**src/rtl/snn_pkg.sv**
```systemverilog
// Shared types and constants for the SNN run scheduler and the AXI control
// register file.
package snn_pkg;

  // Scheduler FSM states
  typedef enum logic [2:0] {
    IDLE,
    RST,
    GEN,
    LAYER,
    ADV,
    FIN
  } sched_state_t;

  // Bit positions inside the ctrl register (shared with the AXI reg file)
  localparam int unsigned CTRL_START = 0;
  localparam int unsigned CTRL_ABORT = 1;

  // Width of sim_time / timestep
  localparam int unsigned TS_W = 32;

endpackage

```
**src/rtl/snn_step_watchdog.sv**
```systemverilog
// Saturating cycle counter that flags a layer that takes too long to finish.
// Ports:
//   clk, rst_n  clock, async active-low reset
//   clr         synchronous clear (start of a new layer wait)
//   en          counting enable (waiting on a layer)
//   timeout_c   combinational: enabled and LIMIT waiting cycles have elapsed
// LIMIT = 0 disables the timeout.
module snn_step_watchdog #(
  parameter int unsigned LIMIT = 1024
) (
  input  logic clk,
  input  logic rst_n,
  input  logic clr,
  input  logic en,
  output logic timeout_c
);

  localparam int unsigned CW   = (LIMIT > 1) ? $clog2(LIMIT) : 1;
  localparam int unsigned LAST = (LIMIT > 0) ? LIMIT - 1 : 0;

  logic [CW-1:0] cnt_q;

  // Counter holds at LAST rather than wrapping
  always_ff @(posedge clk or negedge rst_n) begin
    if (!rst_n) begin
      cnt_q <= '0;
    end else if (clr) begin
      cnt_q <= '0;
    end else if (en && (cnt_q != CW'(LAST))) begin
      cnt_q <= cnt_q + CW'(1);
    end
  end

  // The cycle with cnt_q == LAST is the LIMIT-th waiting cycle
  assign timeout_c = (LIMIT != 0) && en && (cnt_q == CW'(LAST));

endmodule

```
**src/rtl/snn_timestep_scheduler.sv**
```systemverilog
// Sequences one SNN inference run: network reset pulse, then per timestep a
// spike-generator tick followed by stepping each hidden layer in order.
// Ports:
//   S_AXI_ACLK, S_AXI_ARESETN  clock, async active-low reset
//   ctrl_start, ctrl_abort     1-cycle control pulses from the ctrl register
//   sim_time                   timesteps to run, latched on accepted start
//   layer_done                 per-layer completion pulses
//   net_rst                    reset to neurons / spike generators
//   spike_gen_tick             1-cycle pulse per timestep
//   layer_step                 one-hot: layer currently integrating
//   timestep                   completed timestep count
//   busy, done, error          run status
//   cfg_lock                   blocks config writes while a run is active
module snn_timestep_scheduler
  import snn_pkg::*;
#(
  parameter int unsigned NUM_LAYERS   = 2,
  parameter int unsigned RST_CYCLES   = 4,
  parameter int unsigned STEP_TIMEOUT = 1024
) (
  input  logic                  S_AXI_ACLK,
  input  logic                  S_AXI_ARESETN,
  input  logic                  ctrl_start,
  input  logic                  ctrl_abort,
  input  logic [TS_W-1:0]       sim_time,
  input  logic [NUM_LAYERS-1:0] layer_done,
  output logic                  net_rst,
  output logic                  spike_gen_tick,
  output logic [NUM_LAYERS-1:0] layer_step,
  output logic [TS_W-1:0]       timestep,
  output logic                  busy,
  output logic                  done,
  output logic                  error,
  output logic                  cfg_lock
);

  localparam int unsigned IW = (NUM_LAYERS > 1) ? $clog2(NUM_LAYERS) : 1;
  localparam int unsigned RW = (RST_CYCLES > 1) ? $clog2(RST_CYCLES) : 1;

  sched_state_t state_q, state_d;
  logic [IW-1:0]   idx_q, idx_d;
  logic [RW-1:0]   rst_cnt_q, rst_cnt_d;
  logic [TS_W-1:0] sim_time_q, sim_time_d;
  logic [TS_W-1:0] timestep_q, timestep_d;
  logic            done_q, done_d;
  logic            error_q, error_d;
  logic            wd_clr, wd_en, wd_timeout_c;

  logic                  net_rst_d, tick_d, busy_d;
  logic [NUM_LAYERS-1:0] layer_step_d;

  snn_step_watchdog #(
    .LIMIT(STEP_TIMEOUT)
  ) u_watchdog (
    .clk      (S_AXI_ACLK),
    .rst_n    (S_AXI_ARESETN),
    .clr      (wd_clr),
    .en       (wd_en),
    .timeout_c(wd_timeout_c)
  );

  // State and datapath registers
  always_ff @(posedge S_AXI_ACLK or negedge S_AXI_ARESETN) begin
    if (!S_AXI_ARESETN) begin
      state_q        <= IDLE;
      idx_q          <= '0;
      rst_cnt_q      <= '0;
      sim_time_q     <= '0;
      timestep_q     <= '0;
      done_q         <= 1'b0;
      error_q        <= 1'b0;
      net_rst        <= 1'b0;
      spike_gen_tick <= 1'b0;
      layer_step     <= '0;
      busy           <= 1'b0;
      cfg_lock       <= 1'b0;
    end else begin
      state_q        <= state_d;
      idx_q          <= idx_d;
      rst_cnt_q      <= rst_cnt_d;
      sim_time_q     <= sim_time_d;
      timestep_q     <= timestep_d;
      done_q         <= done_d;
      error_q        <= error_d;
      net_rst        <= net_rst_d;
      spike_gen_tick <= tick_d;
      layer_step     <= layer_step_d;
      busy           <= busy_d;
      cfg_lock       <= busy_d;
    end
  end

  // Next-state logic; strobes are decoded from the next state so they are
  // registered and line up exactly with the state they belong to.
  always_comb begin
    state_d    = state_q;
    idx_d      = idx_q;
    rst_cnt_d  = rst_cnt_q;
    sim_time_d = sim_time_q;
    timestep_d = timestep_q;
    done_d     = done_q;
    error_d    = error_q;
    wd_clr     = 1'b0;
    wd_en      = 1'b0;

    unique case (state_q)
      IDLE: begin
        if (ctrl_start && !ctrl_abort) begin
          sim_time_d = sim_time;
          timestep_d = '0;
          done_d     = 1'b0;
          error_d    = 1'b0;
          rst_cnt_d  = '0;
          state_d    = RST;
        end
      end
      RST: begin
        if (rst_cnt_q == RW'(RST_CYCLES - 1)) begin
          if (sim_time_q != '0) begin
            state_d = GEN;
          end else begin
            done_d  = 1'b1;
            state_d = FIN;
          end
        end else begin
          rst_cnt_d = rst_cnt_q + RW'(1);
        end
      end
      GEN: begin
        idx_d   = '0;
        wd_clr  = 1'b1;
        state_d = LAYER;
      end
      LAYER: begin
        wd_en = 1'b1;
        // Only the active layer's done counts; completion beats a same-cycle timeout
        if (layer_done[idx_q]) begin
          if (idx_q == IW'(NUM_LAYERS - 1)) begin
            timestep_d = timestep_q + TS_W'(1);
            state_d    = ADV;
          end else begin
            idx_d  = idx_q + IW'(1);
            wd_clr = 1'b1;
          end
        end else if (wd_timeout_c) begin
          error_d = 1'b1;
          state_d = FIN;
        end
      end
      ADV: begin
        if (timestep_q == sim_time_q) begin
          done_d  = 1'b1;
          state_d = FIN;
        end else begin
          state_d = GEN;
        end
      end
      FIN: begin
        state_d = IDLE;
      end
      default: begin
        state_d = IDLE;
      end
    endcase

    // Abort from any active state: error and timestep keep their values
    if (ctrl_abort && (state_q != IDLE)) begin
      state_d    = IDLE;
      idx_d      = '0;
      timestep_d = timestep_q;
      done_d     = 1'b0;
      error_d    = error_q;
    end

    net_rst_d    = (state_d == RST);
    tick_d       = (state_d == GEN);
    layer_step_d = (state_d == LAYER) ? (NUM_LAYERS'(1) << idx_d) : '0;
    busy_d       = (state_d == RST) || (state_d == GEN) ||
                   (state_d == LAYER) || (state_d == ADV);
  end

  assign timestep = timestep_q;
  assign done     = done_q;
  assign error    = error_q;

endmodule

```
**config.mk**
```make
export PLATFORM = sky130hd
export DESIGN_NAME = snn_timestep_scheduler
export DESIGN_NICKNAME = d
export VERILOG_FILES = /design/src/rtl/snn_pkg.sv /design/src/rtl/snn_step_watchdog.sv /design/src/rtl/snn_timestep_scheduler.sv
export SDC_FILE = /design/constraint.sdc
export NUM_CORES = 1
export LEC_CHECK = 0
export BUFFER_PORTS_ARGS = -buffer_cell sky130_fd_sc_hd__clkbuf_2
export CELL_PAD_IN_SITES_DETAIL_PLACEMENT = 0
export CELL_PAD_IN_SITES_GLOBAL_PLACEMENT = 1
export CORE_ASPECT_RATIO = 1.4
export CORE_MARGIN = 4
export CORE_UTILIZATION = 45
export CTS_BUF_LIST = sky130_fd_sc_hd__clkbuf_2 sky130_fd_sc_hd__clkbuf_4 sky130_fd_sc_hd__clkbuf_8
export CTS_CLUSTER_DIAMETER = 120
export DETAILED_ROUTE_END_ITERATION = 7
export GPL_TIMING_DRIVEN = 0
export PLACE_DENSITY_LB_ADDON = 0.25
export SLEW_MARGIN = 20
export SYNTH_ARGS = -nofsm -noshare
export SYNTH_HDL_FRONTEND = slang
export SYNTH_SLANG_ARGS = --single-unit
```
**constraint.sdc**
```tcl
create_clock -name S_AXI_ACLK -period 2.55 [get_ports S_AXI_ACLK]
set_clock_uncertainty 0.1 [all_clocks]
set_input_delay 0.255 -clock S_AXI_ACLK [delete_from_list [all_inputs] [get_ports S_AXI_ACLK]]
set_output_delay 0.255 -clock S_AXI_ACLK [all_outputs]
set_load 0.02 [all_outputs]
```
# == Word level (Yosys, flattened, before mapping) ==
# Cells that the tools add are included.
# classes
mul,0
n_div,0
reduce_logical,20
eq_ne,22
n_mux,38
add_sub_neg,4
bitwise,1
n_shift,1
magnitude_cmp,1
# op_table
cell,n
$mux W32,3
$pmux W32 S2,1
$add A32 B1 Y32 const B,1
$eq A32 B32 Y1,1
$reduce_bool A32 Y1,1
$mux W3,8
$mux W10,2
$mux W1,15
$pmux W3 S5,1
$reduce_and A5 Y1,3
$eq A3 B2 Y1 const B,4
$ne A3 B3 Y1 const B,4
$add A10 B1 Y10 const B,1
$eq A10 B10 Y1 const B,1
$ne A10 B10 Y1 const B,1
$ne A2 B2 Y1 const B,5
$eq A3 B1 Y1 const B,2
$eq A3 B3 Y1 const B,2
$mux W2,3
$pmux W1 S2,3
$reduce_bool A2 Y1,3
$logic_and A1 B1 Y1,4
$pmux W2 S2,1
$reduce_bool A4 Y1,1
14 further kinds,16
# totals
out_inout_bits,40
word_cells,99
latch_bits,0
romBits,0
register_bits,87
ramBits,0
inputBits,38
n_memories,0

# == Logic depth before layout (Yosys ltp) ==
# Gate-level depths: netlist (run 1).
# logic_depth
ltp_word,11
depth_mapped,8
mapped_depth_nobuf,7

# == Cells and area by module ==
# Synthesis (run 1) repeated with hierarchy kept, for this count alone.
# unflattened
hier_cells,427
hier_area_um2,4540.6
# modules_own_cells
mod,cells_each,n_inst,seq_area_each_um2,area_per_inst_um2
snn_timestep_scheduler,356,1,1926.8,3890.0
snn_step_watchdog,71,1,250.2,650.6

# == Least setup slack after synthesis (run 1) ==
# Ideal clock, no wire load.
# synth_path
path_type,register to register
startpoint,register timestep_q[15] (netlist: timestep[15])
endpoint,register timestep_q[31] (netlist: timestep[31])
setup_slack_ns,0.289
path_buffers,1
setup_time_ns,0.132
synth_period_minus_slack_ns,2.261
t_required_ns,2.318
path_stages_with_launch,8
arrival_ns,2.029
cell_sequence,dfrtp_1 > nand4_2 > or4_1 > buf_2 > or3_1 > nor3_2 > xnor2_1 > nor2_1
# synth_between
elab_chain_len,4
# synth_rtl
item,line,text
from (decl),snn_timestep_scheduler.sv:44,"logic [TS_W-1:0] timestep_q, timestep_d;"
from (signal assigned),snn_timestep_scheduler.sv:82,timestep_q <= timestep_d;
$add A32 B1 Y32,snn_timestep_scheduler.sv:139,timestep_d = timestep_q + TS_W'(1);
$mux W32,snn_timestep_scheduler.sv:138,if (idx_q == IW'(NUM_LAYERS - 1)) begin
$mux W32,snn_timestep_scheduler.sv:137,if (layer_done[idx_q]) begin
$pmux W32 S2,snn_timestep_scheduler.sv:106,unique case (state_q)
# No other way between the ends. The select of a mux whose other input is x is not followed.
# A chain may end at the register's enable or synchronous reset.

# == Worst setup path in the final report (run 1) ==
# layout_path
startpoint,register state_q[0]
endpoint,register timestep_q[30] (netlist: timestep[30])
# layout_between
elab_chain_len,4
elab_cells_between_ends,11
cone_classes,eq/ne: 4; mux: 1; bitwise: 1; reduce/logical: 5
# layout_rtl
item,line,text
from (decl),snn_timestep_scheduler.sv:40,"sched_state_t state_q, state_d;"
from (signal assigned),snn_timestep_scheduler.sv:78,state_q <= state_d;
branches (longest 4 deep; another with $reduce_and A5 Y1),--,
# Several ways; the timed one is not identified.

==> metrics, run 1 <==
Fin. Hold Viols 0; clock buffer depth 2; reg2reg start state_q[0]; filler cell count 933; fmax 0.412 GHz; crit path time final 2.43 ns; area growth from synthesis to layout 19.0%; Hold Path Origin sim_time[27]; Rel. slew slack 0.543; final setup violation count 0; Sinks on Clock Net 87; sequential cell area fraction in the yosys report 0.490; Total Wirelength 11.1 mm; Port Buffer Count 77; HPWL Detailed 8.46 mm; Die W slightly above 90 um; Top FF cell, synth dfrtp_1; Root Driver clkbuf_8; vias in the first global route 3503; fin. max-slew vios 0; Worst R2R Path Depth 7; wire length per cell ~17 um; share of cells above drive strength 1 0.283; Nets roughly 560; Crit Path Category reg2reg; most area-consuming cells after synthesis dfrtp_1 49%, xor2_1 8.7%, mux2_2 8.4%; CTS H-tree depth 3; R2R Setup Slk roughly 0.12 ns; placer congestion estimate 0.828; global-route wire length before repair between 15 and 20 mm; die span in y 126 um; CP startpoint kind flop; Synth area leader dfrtp_1; top cell type's share of synthesized area 0.490; CTS clk-pin slew, worst paths approximately 0.090 ns; # DRC 0; status complete, no violations; core area 9560 um2; GRT overflow 0; critical path capture point type flop; Antenna Cells 0; via count 3545; antenna viol nets, final 0; most frequent cells in the layout 86 x dfrtp_1, 81 x clkbuf_2, 51 x nor2_1; CTS tree done; Syn Inst Count 432; Syn Nets 473; Synth warnings 0; largest fanout on the critical path 10; Hold EP sim_time_q[27]; leakage power about 2.5 nW; CTS Buf Count 9; Min Hold Slack roughly 0.024 ns; commonest non-fill, non-tap cell in the layout dfrtp_1; CP Data Required Time between 2 and 3 ns; max-cap violations 0; fin crit share 0.952; Clock Latency Late Sink 0.36 ns; CP arrival roughly 2.6 ns; maximum VDD drop 0.415 mV; DR pass1 iterations 4; die area 11500 um2; starting density of the core 0.465; RSZ-0062 raised after global routing false; Avg Cell Area, Syn 10.3 um2; gr usage total 0.201; total power 4.60 mW; Post-Synthesis Cell Area 4440 um2; hold path depth 2; Vias/cell around 5.4; pwr dens 870 nW/um2; drt initial violations around 190; #FFs+latches synth 87; Ports 78; Post-synth EDFFs 0; Async SR Flop Fraction 1.00; Worst-Margin Slew 0.686 ns; Rows 42; Hold Crit Class in2reg; Finished Core Util 0.553; initial antenna violation count 0; Reg-to-Reg End timestep[30]; post-synth cell types 44; largest net degree at the start of global routing 88
Yosys cell counts (2+ instances only):
cell,number
and3_1,6
dfrtp_1,87
or3_1,6
clkbuf_1,8
a2111oi_0,2
and2_1,2
nand4_2,2
nor2_1,51
nor4_1,23
a31oi_1,4
inv_1,9
ha_1,3
a21oi_1,7
nor3_1,15
nand2_1,29
mux2i_1,2
o21ai_0,9
xnor2_1,24
mux2_2,33
nand4_1,10
buf_2,5
and4_1,3
nand3_1,18
xor2_1,44
buf_1,3
o22ai_1,2
nand3b_1,2
nor2b_1,7
worst max-delay path, cell delays in order, from the launching register on:
cell and delay [ns]:
dfrtp_1 0.45, or3b_1 0.47, a21boi_4 0.23, nand3_1 0.18, clkbuf_2 0.26, nor4_1 0.39
xnor2_1 0.17, nor2_1 0.05
worst max path at each step:
stage | from | end | slack [ns] | depth (start not counted)
floorplan | timestep[15] | timestep[31] | 0.29 | 7
global placement | state_q[0] | timestep[23] | -0.06 | 7
detailed placement | state_q[0] | timestep[17] | -0.02 | 7
CTS | state_q[0] | timestep[30] | 0.04 | 7
global route | state_q[0] | timestep[30] | 0.01 | 7
finish | state_q[0] | timestep[30] | 0.12 | 7
sequential cells by signal (all words and copies together), names as in the netlist:
name,flops
cfg_lock,1
net_rst,1
u_watchdog.cnt_q,10
spike_gen_tick,1
timestep,32
idx_q,1
error,1
state_q,3
done,1
rst_cnt_q,2
sim_time_q,32
layer_step,2
metrics by stage:
stage               setup TNS, ns  instance area, um2  instances  setup WS [ns]
floorplan                       0                4440        432          0.289
global placement           -0.131                4990        641        -0.0587
detailed placement        -0.0391                5000        641        -0.0194
CTS                             0                5240        659         0.0425
global route                    0                5290        659         0.0129
finish                          0                5290        659          0.123
per-layer routing:
layer	up-vias	share of wire	global-route usage	wire, um
li1	1700	-	-	-
met1	1765	0.42	0.243	4610
met2	68	0.52	0.350	5820
met3	12	0.041	0.0391	458
met4	0	0.019	0.0770	206
met5	-	0	0	0
report_power, final:
group / total, mW / internal (mW) / leakage [nW] / switching, mW
combinational: 1.44 / 0.669 / 1.23 / 0.767
clock: 1.06 / 0.559 / 0.106 / 0.500
sequential: 2.11 / 1.74 / 1.13 / 0.361
cell families after synthesis:
| group | Yosys count | synth area share |
|---|---|---|
| buf+inv | 26 | 0.0242 |
| compound gates | 33 | 0.0482 |
| fa+ha+maj | 3 | 0.00845 |
| xor+xnor | 68 | 0.134 |
| mux | 35 | 0.0881 |
| simple gates | 180 | 0.207 |
| flops | 87 | 0.490 |
final cells by class:
| cell class | count | area, um2 | share of cell area |
|---|---|---|---|
| multi-input cells | 319 | 2200 | 0.416 |
| repair buffers | 79 | 412 | 0.0779 |
| plain buffers | 17 | 80.1 | 0.0151 |
| clock buffers | 10 | 131 | 0.0248 |
| clock inverters | 6 | 85.1 | 0.0161 |
| inverters | 9 | 33.8 | 0.00639 |
| flip-flops and latches | 87 | 2180 | 0.412 |
| well taps | 132 | 165 | 0.0312 |
repair_timing:
item                                    in CTS  in global routing
hold buffers                                 1                  0
endpoints found under the setup margin       7                 46
pin swaps                                    1                  0
buffers inserted                             1                  0
hold endpoints to repair                    87                  0
resized for setup                            1                 15
Note: power is estimated with default switching activity, not from simulation.
==> inputs of run 2 (changes only) <==
CORE_UTILIZATION = 43   (was 45)
CTS_BUF_LIST = not set   (was sky130_fd_sc_hd__clkbuf_2 sky130_fd_sc_hd__clkbuf_4 sky130_fd_sc_hd__clkbuf_8)
SETUP_SLACK_MARGIN = 0.5   (was not set)
==> run 2 against run 1 <==
Utilization increased by 10 points. Highest routed layer unchanged. Power increased by 15%. Largest power group unchanged. Global-route usage increased by 1.9 points. Sequential cell count unchanged.
==> metrics, run 2 (same netlist as run 1, synthesis figures left out) <==
Die W 93.9 um (was 92.0 um); maximum VDD drop 0.611 mV (was 0.415 mV); drt initial violations 189 (was 193); Worst path max stage delay 0.45 ns (was 0.47 ns); pwr dens 806 nW/um2 (was 870 nW/um2); Sinks on Clock Net 87 (unchanged); GRT overflow 0 (unchanged); CP arrival 2.38 ns (was 2.57 ns); wire length per cell 18.7 um (was 16.8 um); global-route wire length before repair 20.2 mm (was 18.0 mm); fmax 0.453 GHz (was 0.412 GHz); core area 10000 um2 (was 9560 um2); clock buffer depth 2 (unchanged); Rel. slew slack 0.531 (was 0.543); most frequent cells in the layout 83 x clkbuf_2, 70 x dfrtp_1, 52 x buf_4 (was 86 x dfrtp_1, 81 x clkbuf_2, 51 x nor2_1); CP startpoint kind flop (unchanged); CP dominant cell by count buf_6; Rows 43 (was 42); total power 5.29 mW (was 4.60 mW); starting density of the core 0.444 (was 0.465); final setup violation count 0 (unchanged); CTS Buf Count 9 (unchanged); Worst-Margin Slew 0.703 ns (was 0.686 ns); filler cell count 786 (was 933); area growth from synthesis to layout 47.8% (was 19.0%); placer congestion estimate 0.931 (was 0.828); CTS clk-pin slew, worst paths 0.06 ns (was 0.09 ns); die span in y 128 um (was 126 um); RSZ-0062 raised after global routing true (was false); Ports 78 (unchanged); Antenna Cells 0 (unchanged); Vias/cell 5.44 (was 5.38); vias in the first global route 3875 (was 3503); max-cap violations 0 (unchanged); Port Buffer Count 77 (unchanged); status complete, no violations (unchanged); top cell family by delay on the critical path simple AND/OR/NAND/NOR gates (unchanged); largest fanout on the critical path 8 (was 10); via count 3947 (was 3545); largest net degree at the start of global routing 88 (unchanged); fin crit share 0.866 (was 0.952); antenna viol nets, final 0 (unchanged); WP buf/inv 2 (was 1); Total Wirelength 13.6 mm (was 11.1 mm); initial antenna violation count 0 (unchanged); Worst path slowest cell dfrtp_2 (was or3b_1); Fin. Hold Viols 0 (unchanged); crit path time final 2.21 ns (was 2.43 ns); DR pass1 iterations 4 (unchanged); Clock Latency Late Sink 0.34 ns (was 0.36 ns); leakage power 3.21 nW (was 2.47 nW); Crit Path Category reg2reg (unchanged); fin. max-slew vios 0 (unchanged); Nets 627 (was 563); gr usage total 0.219 (was 0.201); CTS tree done (unchanged); CTS H-tree depth 3 (unchanged); crit path cell chain or3b_4 -> a21boi_4 -> nand4_1 -> buf_6 -> buf_6 -> or3_4 -> a21oi_2 (was or3b_1 -> a21boi_4 -> nand3_1 -> clkbuf_2 -> nor4_1 -> xnor2_1 -> nor2_1); share of cells above drive strength 1 0.491 (was 0.283); CP Data Required Time 2.72 ns (was 2.70 ns); Min Hold Slack 0.0463 ns (was 0.0238 ns); commonest non-fill, non-tap cell in the layout clkbuf_2 (was dfrtp_1); # DRC 0 (unchanged); Hold Crit Class in2reg (unchanged); HPWL Detailed 8.63 mm (was 8.46 mm); critical path capture point type flop (unchanged); Root Driver clkbuf_16 (was clkbuf_8); die area 12000 um2 (was 11500 um2)
[run 2: final cells by class]
cell class	instances	area [um2]	share of cell area
Tap cell	135	169	0.0257
Clock inverter	5	58.8	0.00896
Sequential cell	87	2200	0.335
Clock buffer	11	233	0.0354
Buffer	17	165	0.0252
Multi-Input combinational cell	319	2720	0.414
Inverter	9	33.8	0.00514
Timing Repair Buffer	143	992	0.151
[run 2: final timing paths]
path | startpoint | end | slack [ns] | depth (start not counted)
max in group asynchronous | S_AXI_ARESETN | state_q[0] | 1.38 | 2
worst min-delay path | sim_time[9] | sim_time_q[9] | 0.05 | 2
worst min register to register | u_watchdog.cnt_q[9] | u_watchdog.cnt_q[9] | 0.44 | 2
worst max-delay path | state_q[0] | timestep[9] | 0.34 | 7
min in group asynchronous | S_AXI_ARESETN | timestep[6] | 0.44 | 2
worst max register to register | state_q[0] | timestep[9] | 0.34 | 7
[run 2: report_power, final]
group          internal (mW)  switching (mW)  leakage (nW)
clock                  0.760           0.545         0.136
sequential              1.75           0.433          1.11
combinational          0.869           0.935          1.97
total                   3.38            1.91          3.21
[run 2: per-stage QoR]
| step | worst slack [ns] | area, um2 | util | setup TNS (ns) | cells |
|---|---|---|---|---|---|
| final | 0.341 | 6570 | 0.656 | 0 | 726 |
| after global routing | 0.299 | 6570 | 0.656 | 0 | 726 |
| after CTS | 0.408 | 5840 | 0.583 | 0 | 685 |
| after detailed placement | -0.0414 | 5080 | 0.507 | -0.164 | 644 |
| after global placement | -0.0329 | 5070 | 0.507 | -0.449 | 644 |
| after floorplan | 0.451 | 4510 | - | 0 | 432 |
[run 2: repair_timing]
action                                 CTS  global route
setup buffers                           23            39
endpoints found under the hold margin   87             0
hold buffers                             1             0
setup endpoints to repair               66            69
resized for setup                       55            89
cloned                                   1             2
pin swaps                               16            57
[run 2: layer usage]
layer / vias up / wire, um / GRT usage
met3: 25 / 517 / 0.0352
met5: - / 0 / 0
met4: 0 / 407 / 0.0808
met1: 1962 / 5360 / 0.262
li1: 1836 / - / -
met2: 124 / 7290 / 0.393
==> inputs of run 3 (changes only) <==
--- a/config.mk
+++ b/config.mk
@@ -16,3 +16,3 @@
 export GPL_TIMING_DRIVEN = 0
-export PLACE_DENSITY_LB_ADDON = 0.25
+export PLACE_DENSITY = 0.83
 export SETUP_SLACK_MARGIN = 0.5
==> constraint.sdc (replaced) <==
create_clock -name S_AXI_ACLK -period 2.55 [get_ports S_AXI_ACLK]
set_clock_uncertainty 0.1 [all_clocks]
set_input_delay 0 -clock S_AXI_ACLK [delete_from_list [all_inputs] [get_ports S_AXI_ACLK]]
set_output_delay 0 -clock S_AXI_ACLK [all_outputs]
set_load 0.02 [all_outputs]
==> run 3 against run 2 <==
Register-to-register slack worse by 0.04 ns. Worst setup slack got worse by 0.037 ns. Wire length up 2.4%. Non-clock buffer count grew 24. Sequential power hardly changed. Final cell count grew 3.4%. Global-route usage is 1.3 points higher. Maximum frequency decreased by 1.6%. Power is essentially flat. First-iteration DRC count is 9.5% higher. Hold slack lost 0.017 ns. Critical path type unchanged. Largest power group unchanged. Highest routed layer unchanged.
==> metrics, run 3 (same netlist as run 1, synthesis figures left out) <==
status complete, no violations (unchanged); critical path capture point type flop (unchanged); Min Hold Slack 0.0298 ns (was 0.0463 ns); CP Data Required Time 2.72 ns (about the same); CTS Buf Count 9 (unchanged); Sinks on Clock Net 87 (unchanged); crit path cell chain or3b_4 -> a21boi_4 -> nand4_1 -> buf_4 -> buf_6 -> or3_1 -> a21oi_2 (was or3b_4 -> a21boi_4 -> nand4_1 -> buf_6 -> buf_6 -> or3_4 -> a21oi_2); clock buffer depth 2 (unchanged); Ports 78 (unchanged); Port Buffer Count 77 (unchanged); Clock Latency Late Sink 0.34 ns (about the same); WP depth 7 (unchanged); R2R Setup Slk 0.30 ns (was 0.34 ns); RSZ-0062 raised after global routing true (unchanged); core area 10000 um2 (unchanged); commonest non-fill, non-tap cell in the layout clkbuf_2 (unchanged); combinational share of power 0.333 (was 0.341); Sequential Power Share 0.410 (was 0.412); Root Driver clkbuf_16 (unchanged); CTS clk-pin slew, worst paths 0.06 ns (about the same); maximum VDD drop 0.500 mV (was 0.611 mV); Fin. Hold Viols 0 (unchanged); largest fanout on the critical path 5 (was 8); Vias/cell 5.47 (was 5.44); drt initial violations 207 (was 189); Setup WS pre-CTS -0.0389 ns (was -0.0414 ns); Rows 43 (unchanged); CTS H-tree depth 3 (unchanged); gr usage total 0.232 (was 0.219); Nets 651 (was 627); die span in y 128 um (unchanged); GRT overflow 0 (unchanged); initial antenna violation count 0 (unchanged); HPWL Detailed 8.46 mm (was 8.63 mm); WP buf/inv 2 (unchanged); most frequent cells in the layout 82 x clkbuf_2, 71 x dfrtp_1, 49 x buf_4 (was 83 x clkbuf_2, 70 x dfrtp_1, 52 x buf_4); placer congestion estimate 0.894 (was 0.931); CTS tree done (unchanged); hold path depth 4 (was 2); non-filler cells in the finished layout 751 (was 726); Worst-Margin Slew 0.691 ns (was 0.703 ns); global-route wire length before repair 21.5 mm (was 20.2 mm); Rel. slew slack 0.539 (was 0.531); fin crit share 0.881 (was 0.866); Total Wirelength 13.9 mm (was 13.6 mm); share of cells above drive strength 1 0.441 (was 0.491); slack of the critical path 0.304 ns (was 0.341 ns); top cell family by delay on the critical path simple AND/OR/NAND/NOR gates (unchanged); crit path time final 2.25 ns (was 2.21 ns); Worst path max stage delay 0.44 ns (was 0.45 ns); Die W 93.9 um (unchanged); Internal Power 3.40 mW (was 3.38 mW); leakage power 3.24 nW (was 3.21 nW); area growth from synthesis to layout 50.5% (was 47.8%); vias in the first global route 4197 (was 3875); starting density of the core 0.444 (unchanged); fin. max-slew vios 0 (unchanged); die area 12000 um2 (unchanged); CP arrival 2.41 ns (was 2.38 ns); max-cap violations 0 (unchanged); # DRC 0 (unchanged); Worst R2R Path Depth 7 (unchanged); CP startpoint kind flop (unchanged); largest net degree at the start of global routing 88 (unchanged); fmax 0.445 GHz (was 0.453 GHz); Worst path slowest cell dfrtp_2 (unchanged); wire length per cell 18.5 um (was 18.7 um); pwr dens 791 nW/um2 (was 806 nW/um2); sw power 1.88 mW (was 1.91 mW); final setup violation count 0 (unchanged); sw frac 0.356 (was 0.362); dpl cells 644 (unchanged); antenna viol nets, final 0 (unchanged); clock share of power 0.257 (was 0.247); via count 4110 (was 3947); Crit Path Category reg2reg (unchanged); DR pass1 iterations 4 (unchanged); Hold Crit Class in2reg (unchanged)
## run 3: changes by cell type in the layout (fill, tap and decap cells not counted), moves of 2 or more
cell | before | now
buf_4 | 52 | 49
buf_6 | 13 | 6
clkbuf_16 | 12 | 10
clkinvlp_4 | 2 | 0
dlygate4sd3_1 | 1 | 35
inv_6 | 0 | 3
nand3_1 | 13 | 16
nand3_4 | 2 | 0
nor3_4 | 10 | 8
nor4_1 | 6 | 8
nor4_4 | 10 | 7
## run 3: metrics by stage
step           utilization  power, mW  TNS [ns]  cell area (um2)
4_1_cts              0.625       5.08         0             6250
3_3_place_gp         0.507       3.53    -0.161             5070
6_report             0.668       5.29         0             6690
5_1_grt              0.668       5.61         0             6680
2_1_floorplan            -       3.10         0             4510
3_5_place_dp         0.507       3.58    -0.225             5080
## run 3: repair_timing
item | 4_1_cts | 5_1_grt
hold buffers | 35 | 0
setup endpoints to repair | 65 | 68
setup buffers | 30 | 23
hold endpoints to repair | 122 | 0
pin swaps | 14 | 33
gates resized for setup | 56 | 59
cloned | 2 | 0
## run 3: worst reg2reg max path, cell delays in order (launching register included)
cell and delay, ns:
dfrtp_2 0.44, or3b_4 0.43, a21boi_4 0.21, nand4_1 0.15
buf_4 0.18, buf_6 0.13, or3_1 0.38, a21oi_2 0.14
## run 3: worst paths after layout
path	startpoint	endpoint
worst max-delay path	state_q[1]	timestep[15]
worst min register to register	error	error
worst min-delay path	layer_done[1]	error
min in group asynchronous	S_AXI_ARESETN	u_watchdog.cnt_q[4]
worst max register to register	state_q[1]	timestep[15]
max in group asynchronous	S_AXI_ARESETN	timestep[7]
## run 3: final cells by class
| type | count | area [um2] |
|---|---|---|
| fill | 767 | 3320 |
| multi-input combinational | 319 | 2610 |
| sequential | 87 | 2200 |
| timing repair buffer | 167 | 1210 |
| clock buffer | 10 | 239 |
| tap | 135 | 169 |
| buffer | 17 | 163 |
| clock inverter | 6 | 66.3 |
| inverter | 9 | 33.8 |
| antenna | 1 | 2.50 |
## run 3: power groups by stage
stage / Combinational, mW / Sequential (mW) / Clock, mW
after global placement: 1.41 / 2.12 / 0
after floorplan: 1.01 / 2.09 / 0
after global routing: 1.94 / 2.22 / 1.45
final: 1.76 / 2.17 / 1.36
after CTS: 1.58 / 2.12 / 1.38
after detailed placement: 1.45 / 2.13 / 0
## run 3: metal layers
| metal | global-route usage | vias to the layer above | routed length [um] |
|---|---|---|---|
| met2 | 0.406 | 158 | 7480 |
| met4 | 0.112 | 0 | 497 |
| li1 | - | 1879 | - |
| met1 | 0.273 | 2040 | 5250 |
| met3 | 0.0388 | 33 | 684 |
| met5 | 0 | - | 0 |
